**src/rtl/ifu_if.sv**
```systemverilog
// Instruction-memory and decode-side handshake bundle for the ifu.
// The fault line exists only when IFU_ALIGN_CHECK_EN is defined.
interface ifu_if #(
    parameter int unsigned XLEN = 64
);
    logic            imem_req_o_ifu;
    logic [XLEN-1:0] imem_addr_o_ifu;
    logic            imem_gnt_i_ifu;
    logic            imem_rvalid_i_ifu;
    logic [31:0]     imem_rdata_i_ifu;

    logic            valid_o_ifu;
    logic            ready_i_ifu;
    logic [XLEN-1:0] pc_o_ifu;
    logic [31:0]     inst_o_ifu;
    logic [6:0]      opcode_o_ifu;
    logic [2:0]      func3_o_ifu;
    logic [6:0]      func7_o_ifu;
    logic [4:0]      rd_o_ifu;
    logic [4:0]      rs1_o_ifu;
    logic [4:0]      rs2_o_ifu;
    logic            jump_branch_i_ifu;
    logic [XLEN-1:0] target_i_ifu;
`ifdef IFU_ALIGN_CHECK_EN
    logic            fault_o_ifu;
`endif

    modport master (
`ifdef IFU_ALIGN_CHECK_EN
        output fault_o_ifu,
`endif
        output imem_req_o_ifu,
        output imem_addr_o_ifu,
        input  imem_gnt_i_ifu,
        input  imem_rvalid_i_ifu,
        input  imem_rdata_i_ifu,
        output valid_o_ifu,
        input  ready_i_ifu,
        output pc_o_ifu,
        output inst_o_ifu,
        output opcode_o_ifu,
        output func3_o_ifu,
        output func7_o_ifu,
        output rd_o_ifu,
        output rs1_o_ifu,
        output rs2_o_ifu,
        input  jump_branch_i_ifu,
        input  target_i_ifu
    );

    modport slave (
`ifdef IFU_ALIGN_CHECK_EN
        input  fault_o_ifu,
`endif
        input  imem_req_o_ifu,
        input  imem_addr_o_ifu,
        output imem_gnt_i_ifu,
        output imem_rvalid_i_ifu,
        output imem_rdata_i_ifu,
        input  valid_o_ifu,
        output ready_i_ifu,
        input  pc_o_ifu,
        input  inst_o_ifu,
        input  opcode_o_ifu,
        input  func3_o_ifu,
        input  func7_o_ifu,
        input  rd_o_ifu,
        input  rs1_o_ifu,
        input  rs2_o_ifu,
        output jump_branch_i_ifu,
        output target_i_ifu
    );
endinterface

```
**src/rtl/ifu.sv**
```systemverilog
// Instruction fetch unit: single-outstanding fetch, instruction buffer, decode split, redirect.
// Optional misaligned-target fault enabled by defining IFU_ALIGN_CHECK_EN.
module ifu #(
    parameter int unsigned         XLEN     = 64,
    parameter logic [XLEN-1:0]     RESET_PC = 64'h0000_0000_8000_0000
) (
    input  logic  clk,
    input  logic  rst,
    ifu_if.master bus
);

    typedef enum logic [1:0] {
        ST_RST,
        ST_REQ,
        ST_WAIT,
        ST_HOLD
    } state_t;

    state_t          state, state_nxt;
    logic [XLEN-1:0] pc, pc_nxt;
    logic            drop, drop_nxt;
    logic [31:0]     inst_q, inst_nxt;
    logic            redirect;
    logic [XLEN-1:0] target;

`ifdef IFU_ALIGN_CHECK_EN
    logic fault, fault_nxt;
    logic misaligned;

    // Once faulted the unit is parked; further redirects are ignored.
    assign redirect   = bus.jump_branch_i_ifu & ~fault;
    assign target     = bus.target_i_ifu;
    assign misaligned = |bus.target_i_ifu[1:0];
`else
    assign redirect   = bus.jump_branch_i_ifu;
    assign target     = bus.target_i_ifu & ~XLEN'(3);
`endif

    always_ff @(posedge clk or negedge rst) begin
        if (!rst) begin
            state  <= ST_RST;
            pc     <= RESET_PC;
            drop   <= 1'b0;
            inst_q <= '0;
        end else begin
            state  <= state_nxt;
            pc     <= pc_nxt;
            drop   <= drop_nxt;
            inst_q <= inst_nxt;
        end
    end

`ifdef IFU_ALIGN_CHECK_EN
    always_ff @(posedge clk or negedge rst) begin
        if (!rst) fault <= 1'b0;
        else      fault <= fault_nxt;
    end
`endif

    always_comb begin
        state_nxt = state;
        pc_nxt    = pc;
        drop_nxt  = drop;
        inst_nxt  = inst_q;
`ifdef IFU_ALIGN_CHECK_EN
        fault_nxt = fault;
`endif

        if (redirect) pc_nxt = target;

        case (state)
            ST_RST: begin
`ifdef IFU_ALIGN_CHECK_EN
                if (!fault) state_nxt = ST_REQ;
`else
                state_nxt = ST_REQ;
`endif
            end
            ST_REQ: begin
                if (bus.imem_gnt_i_ifu) begin
                    state_nxt = ST_WAIT;
                    if (redirect) drop_nxt = 1'b1;
                end
            end
            ST_WAIT: begin
                // A response coinciding with the redirect closes the fetch
                // itself, so the target is requested without waiting further.
                if (bus.imem_rvalid_i_ifu) begin
                    if (drop || redirect) begin
                        drop_nxt  = 1'b0;
                        state_nxt = ST_REQ;
                    end else begin
                        inst_nxt  = bus.imem_rdata_i_ifu;
                        state_nxt = ST_HOLD;
                    end
                end else if (redirect) begin
                    drop_nxt = 1'b1;
                end
            end
            ST_HOLD: begin
                if (redirect) begin
                    state_nxt = ST_REQ;
                end else if (bus.ready_i_ifu) begin
                    pc_nxt    = pc + XLEN'(4);
                    state_nxt = ST_REQ;
                end
            end
            default: state_nxt = ST_RST;
        endcase

`ifdef IFU_ALIGN_CHECK_EN
        if (redirect && misaligned) begin
            fault_nxt = 1'b1;
            drop_nxt  = 1'b0;
            state_nxt = ST_RST;
        end
`endif
    end

    assign bus.imem_req_o_ifu  = (state == ST_REQ);
    assign bus.imem_addr_o_ifu = pc;
    assign bus.valid_o_ifu     = (state == ST_HOLD);
    assign bus.pc_o_ifu        = pc;
    assign bus.inst_o_ifu      = inst_q;
    assign bus.opcode_o_ifu    = inst_q[6:0];
    assign bus.func3_o_ifu     = inst_q[14:12];
    assign bus.func7_o_ifu     = inst_q[31:25];
    assign bus.rd_o_ifu        = inst_q[11:7];
    assign bus.rs1_o_ifu       = inst_q[19:15];
    assign bus.rs2_o_ifu       = inst_q[24:20];
`ifdef IFU_ALIGN_CHECK_EN
    assign bus.fault_o_ifu     = fault;
`endif

    a_addr_stable : assert property (@(posedge clk) disable iff (!rst)
        (bus.imem_req_o_ifu && !bus.imem_gnt_i_ifu && !bus.jump_branch_i_ifu)
        |=> (bus.imem_req_o_ifu && $stable(bus.imem_addr_o_ifu)));

    a_hold_stable : assert property (@(posedge clk) disable iff (!rst)
        (bus.valid_o_ifu && !bus.ready_i_ifu && !bus.jump_branch_i_ifu)
        |=> (bus.valid_o_ifu && $stable(bus.inst_o_ifu) && $stable(bus.pc_o_ifu)));

endmodule

```
**src/flat_wrapper.sv**
```systemverilog
// flat-port wrapper written by rule: the top's interface ports become plain ports
module ifu_flat 
#(
    parameter int unsigned         XLEN     = 64,
    parameter logic [XLEN-1:0]     RESET_PC = 64'h0000_0000_8000_0000
)
  (clk, rst, bus_imem_req_o_ifu, bus_imem_addr_o_ifu, bus_imem_gnt_i_ifu, bus_imem_rvalid_i_ifu, bus_imem_rdata_i_ifu, bus_valid_o_ifu, bus_ready_i_ifu, bus_pc_o_ifu, bus_inst_o_ifu, bus_opcode_o_ifu, bus_func3_o_ifu, bus_func7_o_ifu, bus_rd_o_ifu, bus_rs1_o_ifu, bus_rs2_o_ifu, bus_jump_branch_i_ifu, bus_target_i_ifu);
  ifu_if #(.XLEN(XLEN)) bus_i ();
  input  logic clk;
  input  logic rst;
  output wire logic [$bits(bus_i.imem_req_o_ifu)-1:0] bus_imem_req_o_ifu;
  output wire logic [$bits(bus_i.imem_addr_o_ifu)-1:0] bus_imem_addr_o_ifu;
  input wire logic [$bits(bus_i.imem_gnt_i_ifu)-1:0] bus_imem_gnt_i_ifu;
  input wire logic [$bits(bus_i.imem_rvalid_i_ifu)-1:0] bus_imem_rvalid_i_ifu;
  input wire logic [$bits(bus_i.imem_rdata_i_ifu)-1:0] bus_imem_rdata_i_ifu;
  output wire logic [$bits(bus_i.valid_o_ifu)-1:0] bus_valid_o_ifu;
  input wire logic [$bits(bus_i.ready_i_ifu)-1:0] bus_ready_i_ifu;
  output wire logic [$bits(bus_i.pc_o_ifu)-1:0] bus_pc_o_ifu;
  output wire logic [$bits(bus_i.inst_o_ifu)-1:0] bus_inst_o_ifu;
  output wire logic [$bits(bus_i.opcode_o_ifu)-1:0] bus_opcode_o_ifu;
  output wire logic [$bits(bus_i.func3_o_ifu)-1:0] bus_func3_o_ifu;
  output wire logic [$bits(bus_i.func7_o_ifu)-1:0] bus_func7_o_ifu;
  output wire logic [$bits(bus_i.rd_o_ifu)-1:0] bus_rd_o_ifu;
  output wire logic [$bits(bus_i.rs1_o_ifu)-1:0] bus_rs1_o_ifu;
  output wire logic [$bits(bus_i.rs2_o_ifu)-1:0] bus_rs2_o_ifu;
  input wire logic [$bits(bus_i.jump_branch_i_ifu)-1:0] bus_jump_branch_i_ifu;
  input wire logic [$bits(bus_i.target_i_ifu)-1:0] bus_target_i_ifu;
  assign bus_imem_req_o_ifu = bus_i.imem_req_o_ifu;
  assign bus_imem_addr_o_ifu = bus_i.imem_addr_o_ifu;
  assign bus_i.imem_gnt_i_ifu = bus_imem_gnt_i_ifu;
  assign bus_i.imem_rvalid_i_ifu = bus_imem_rvalid_i_ifu;
  assign bus_i.imem_rdata_i_ifu = bus_imem_rdata_i_ifu;
  assign bus_valid_o_ifu = bus_i.valid_o_ifu;
  assign bus_i.ready_i_ifu = bus_ready_i_ifu;
  assign bus_pc_o_ifu = bus_i.pc_o_ifu;
  assign bus_inst_o_ifu = bus_i.inst_o_ifu;
  assign bus_opcode_o_ifu = bus_i.opcode_o_ifu;
  assign bus_func3_o_ifu = bus_i.func3_o_ifu;
  assign bus_func7_o_ifu = bus_i.func7_o_ifu;
  assign bus_rd_o_ifu = bus_i.rd_o_ifu;
  assign bus_rs1_o_ifu = bus_i.rs1_o_ifu;
  assign bus_rs2_o_ifu = bus_i.rs2_o_ifu;
  assign bus_i.jump_branch_i_ifu = bus_jump_branch_i_ifu;
  assign bus_i.target_i_ifu = bus_target_i_ifu;
  ifu #(.XLEN(XLEN), .RESET_PC(RESET_PC)) u_core (.clk(clk), .rst(rst), .bus(bus_i));
endmodule
```
**config.mk**
```make
export PLATFORM = sky130hd
export DESIGN_NAME = ifu_flat
export DESIGN_NICKNAME = d
export VERILOG_FILES = /design/src/rtl/ifu_if.sv /design/src/rtl/ifu.sv /design/src/flat_wrapper.sv
export SDC_FILE = /design/constraint.sdc
export NUM_CORES = 1
export LEC_CHECK = 0
export BUFFER_PORTS_ARGS = -buffer_cell sky130_fd_sc_hd__buf_2
export CAP_MARGIN = 20
export CORE_AREA = 2 2 132 134
export DETAILED_ROUTE_END_ITERATION = 12
export DIE_AREA = 0 0 134 136
export SYNTH_ARGS = -nofsm -noshare
export SYNTH_HDL_FRONTEND = slang
export SYNTH_SLANG_ARGS = --single-unit
```
**constraint.sdc**
```tcl
create_clock -name clk -period 3.89 [get_ports clk]
set_input_delay 0.5835 -clock clk [delete_from_list [all_inputs] [get_ports clk]]
set_output_delay 0.5835 -clock clk [all_outputs]
set_load 0.02 [all_outputs]
```
==> reports/qor.csv <==
metric;value;unit
ctsResizeCount;0;
fin_tns_setup;0;ns
cts.htree.levels;3;
ys_seq_area_share;42.6;%
drive_gt1_share;43.6;%
postCtsSetupBuffers;0;
overflow;0;
rsz0062_at_grt;false;
clock_skew;0.0113;ns
endpoint_kind;flop;
period_needed;2.81;ns
timing.hold.ws;0.144;ns
finalNonFillerCells;1043;
r2r_cells;6;
fin_area;0.00715;mm²
cts_buffer_depth;2;
area_growth;22.9;%
fp.dieW;134;µm
worstSkewPairLatency;0.35;ns
port-buffer-count;293;
cap_violations;0;
via_count;5163;
post-place-cells;1024;
drc;0;
finalHoldViolCount;0;
fp-row-count;48;
syn_avg_cell_area;9.38;µm²
place.gp.congestion;0.764;
yosysTopAreaCell;dfrtp_1;
drt-pass1-iter-count;4;
cp_max_fo;8;
start_util;34.4;%
crit_type;reg2reg;
clk_pin_slew;0.07;ns
grt_pass1_vias;4581;
initialDrtViolationCount;352;
tightest_slew;0.962;ns
status;complete, no violations;
placed_area;0.00680;mm²
hpwl;12.0;mm
yosys_warnings;0;
numCtsBuffers;9;
die_area;0.0182;mm²
crit_required;4.16;ns
fin_nets;918;
hold_path.class;in2async;
die_y;136;µm
antenna_found_initial;2;
max_freq;356;MHz
setup_viol;0;
ys_ff_latch;99;
arrival;3.08;ns
drt-wirelength-per-cell;15.5;µm
setup.worst_path.start_class;flop;
synth-edff-count;0;
holdBufCountCts;0;
syn_inst;620;
grt_max_degree;79;
ys_types;40;
timing.slew.headroom;35.8;%
crit_end;u_core.bus.imem_addr_o_ifu[62];
grt_use_total;17.1;%
grt_first_pass_wirelength;24.3;mm
timing.rr.end;u_core.bus.imem_addr_o_ifu[62];
cts_tree;built;
worstSetupStartpoint;u_core.state[0];
syn_nets;727;
period_share;72.3;%
wirelength;16.1;mm
ir_drop;309;µV
powerDensity;512;mW/mm²
ant_nets;0;
async_reset_ff_share;100;%
cts_root_buf;clkbuf_16;
r2r_slack;1.08;ns
fp.coreArea;0.0169;mm²
netlist.area_leader.share;42.2;%
leakage;3.46;nW
ys.flop_type;dfrtp_1;
drt-vias-per-instance;4.95;
cts_sinks;99;
rr_startpoint;u_core.state[0];
synth_area;0.00581;mm²
drv_slew;0;
synth_area_leaders;dfrtp_1 42%, buf_4 12%, mux2_2 6.6%, nand2_1 4.8%, o21ai_0 4.3%;
io_pins;296;
[sequential cells by signal (all words and copies together) (netlist names)]
| register | cells |
|---|---|
| u_core.state | 2 |
| u_core.bus.inst_o_ifu | 32 |
| u_core.bus.imem_addr_o_ifu | 64 |
| u_core.drop | 1 |
[worst min path at each step]
stage,cells past startpoint,startpoint,slack (ns),end
3_5_place_dp,1,u_core.bus.inst_o_ifu[16],0.51,u_core.bus.inst_o_ifu[16]
4_1_cts,3,bus_target_i_ifu[41],0.42,u_core.bus.imem_addr_o_ifu[41]
6_report,1,rst,0.14,u_core.bus.imem_addr_o_ifu[12]
5_1_grt,1,rst,0.15,u_core.bus.imem_addr_o_ifu[13]
2_1_floorplan,0,rst,0.29,u_core.bus.imem_addr_o_ifu[0]
3_3_place_gp,1,u_core.bus.inst_o_ifu[13],0.51,u_core.bus.inst_o_ifu[13]
[kinds of logic (layout without fill, tap and decap cells)]
| group | count (synthesis) | after routing | share of synthesized area [%] |
|---|---|---|---|
| XOR/XNOR | 41 | 41 | 6.18 |
| flip-flops | 99 | 99 | 42.6 |
| adder cells (fa/ha/maj) | 5 | 5 | 1.08 |
| multiplexers | 38 | 38 | 7.28 |
| buffers and inverters | 129 | 325 | 14.6 |
| other | 0 | 2 | 0 |
| AND/OR/NAND/NOR | 227 | 227 | 20.3 |
| AO/OA/AOI/OAI | 81 | 81 | 7.92 |
[synth_stat cells (4+ instances only)]
cell type  number
and3_1         10
nor3_1          8
nor2b_1         5
nand3_1        16
nand4_1        26
dfrtp_1        98
ha_1            5
and4_1          9
mux2_2         34
buf_1           5
nand2_1        75
a31oi_1        16
or4_1          10
mux2i_1         4
nor4_1         13
o21ai_0        50
nor2_1         31
or3_1          13
inv_1           7
o31ai_1         5
xor2_1         19
clkbuf_1       19
xnor2_1        22
buf_4          96
[report_power, final]
group | leakage [nW] | internal [mW] | total (mW) | switching [mW]
logic | 2.10 | 0.478 | 1.28 | 0.805
clock network | 0.149 | 0.523 | 0.943 | 0.421
registers | 1.22 | 1.22 | 1.43 | 0.207
[area by class of cell]
type	instances	area, µm²
Inverter	7	26.3
Antenna cell	2	5.00
Sequential cell	99	2480
Timing Repair Buffer	302	1560
Fill cell	1689	9730
Tap cell	225	282
Multi-Input combinational cell	392	2490
Clock inverter	6	72.6
Clock buffer	10	239
[worst max-delay path, cell delays in order, from the launching register on]
cell and delay (ns):
dfrtp_1 0.40, ha_1 0.32, and4_1 0.31, nand4_2 0.28, or4_1 0.73, or4_1 0.51, a31oi_1 0.17
[placed cells by master (no fill, tap or decap), types with 3 or more instances in the layout]
cell type | Yosys | layout
clkinv_4 | 0 | 3
inv_1 | 7 | 7
nand3_1 | 16 | 16
buf_4 | 96 | 9
nand2_1 | 75 | 75
xor2_1 | 19 | 19
and2_1 | 3 | 3
or4_1 | 10 | 10
ha_1 | 5 | 5
mux2i_1 | 4 | 4
xnor2_1 | 22 | 22
and4_1 | 9 | 9
mux2_2 | 34 | 34
clkbuf_16 | 0 | 9
nand4_1 | 26 | 26
nor3_1 | 8 | 8
and3_1 | 10 | 10
nor2_1 | 31 | 31
a31oi_1 | 16 | 16
or3_1 | 13 | 13
dfrtp_1 | 98 | 98
nor4_1 | 13 | 13
o21ai_0 | 50 | 50
o31ai_1 | 5 | 5
nor2b_1 | 5 | 5
buf_2 | 2 | 292
[per-stage QoR]
stage	total power, mW	utilization (%)	setup WS [ns]
2_1_floorplan	2.46	-	1.35
3_3_place_gp	2.73	40.3	1.11
3_5_place_dp	2.75	40.3	1.07
4_1_cts	3.70	42.2	1.05
5_1_grt	3.85	42.3	0.841
6_report	3.66	42.3	1.08
[per-layer routing]
metal | vias to the layer above | track usage [%] | part of all wire [%]
met5 | - | 0 | 0
met4 | 0 | 6.03 | 1.5
met3 | 13 | 2.95 | 5.9
met2 | 180 | 28.3 | 50
met1 | 2482 | 22.5 | 43
li1 | 2488 | - | -
Power figures use the tool's default switching activity.
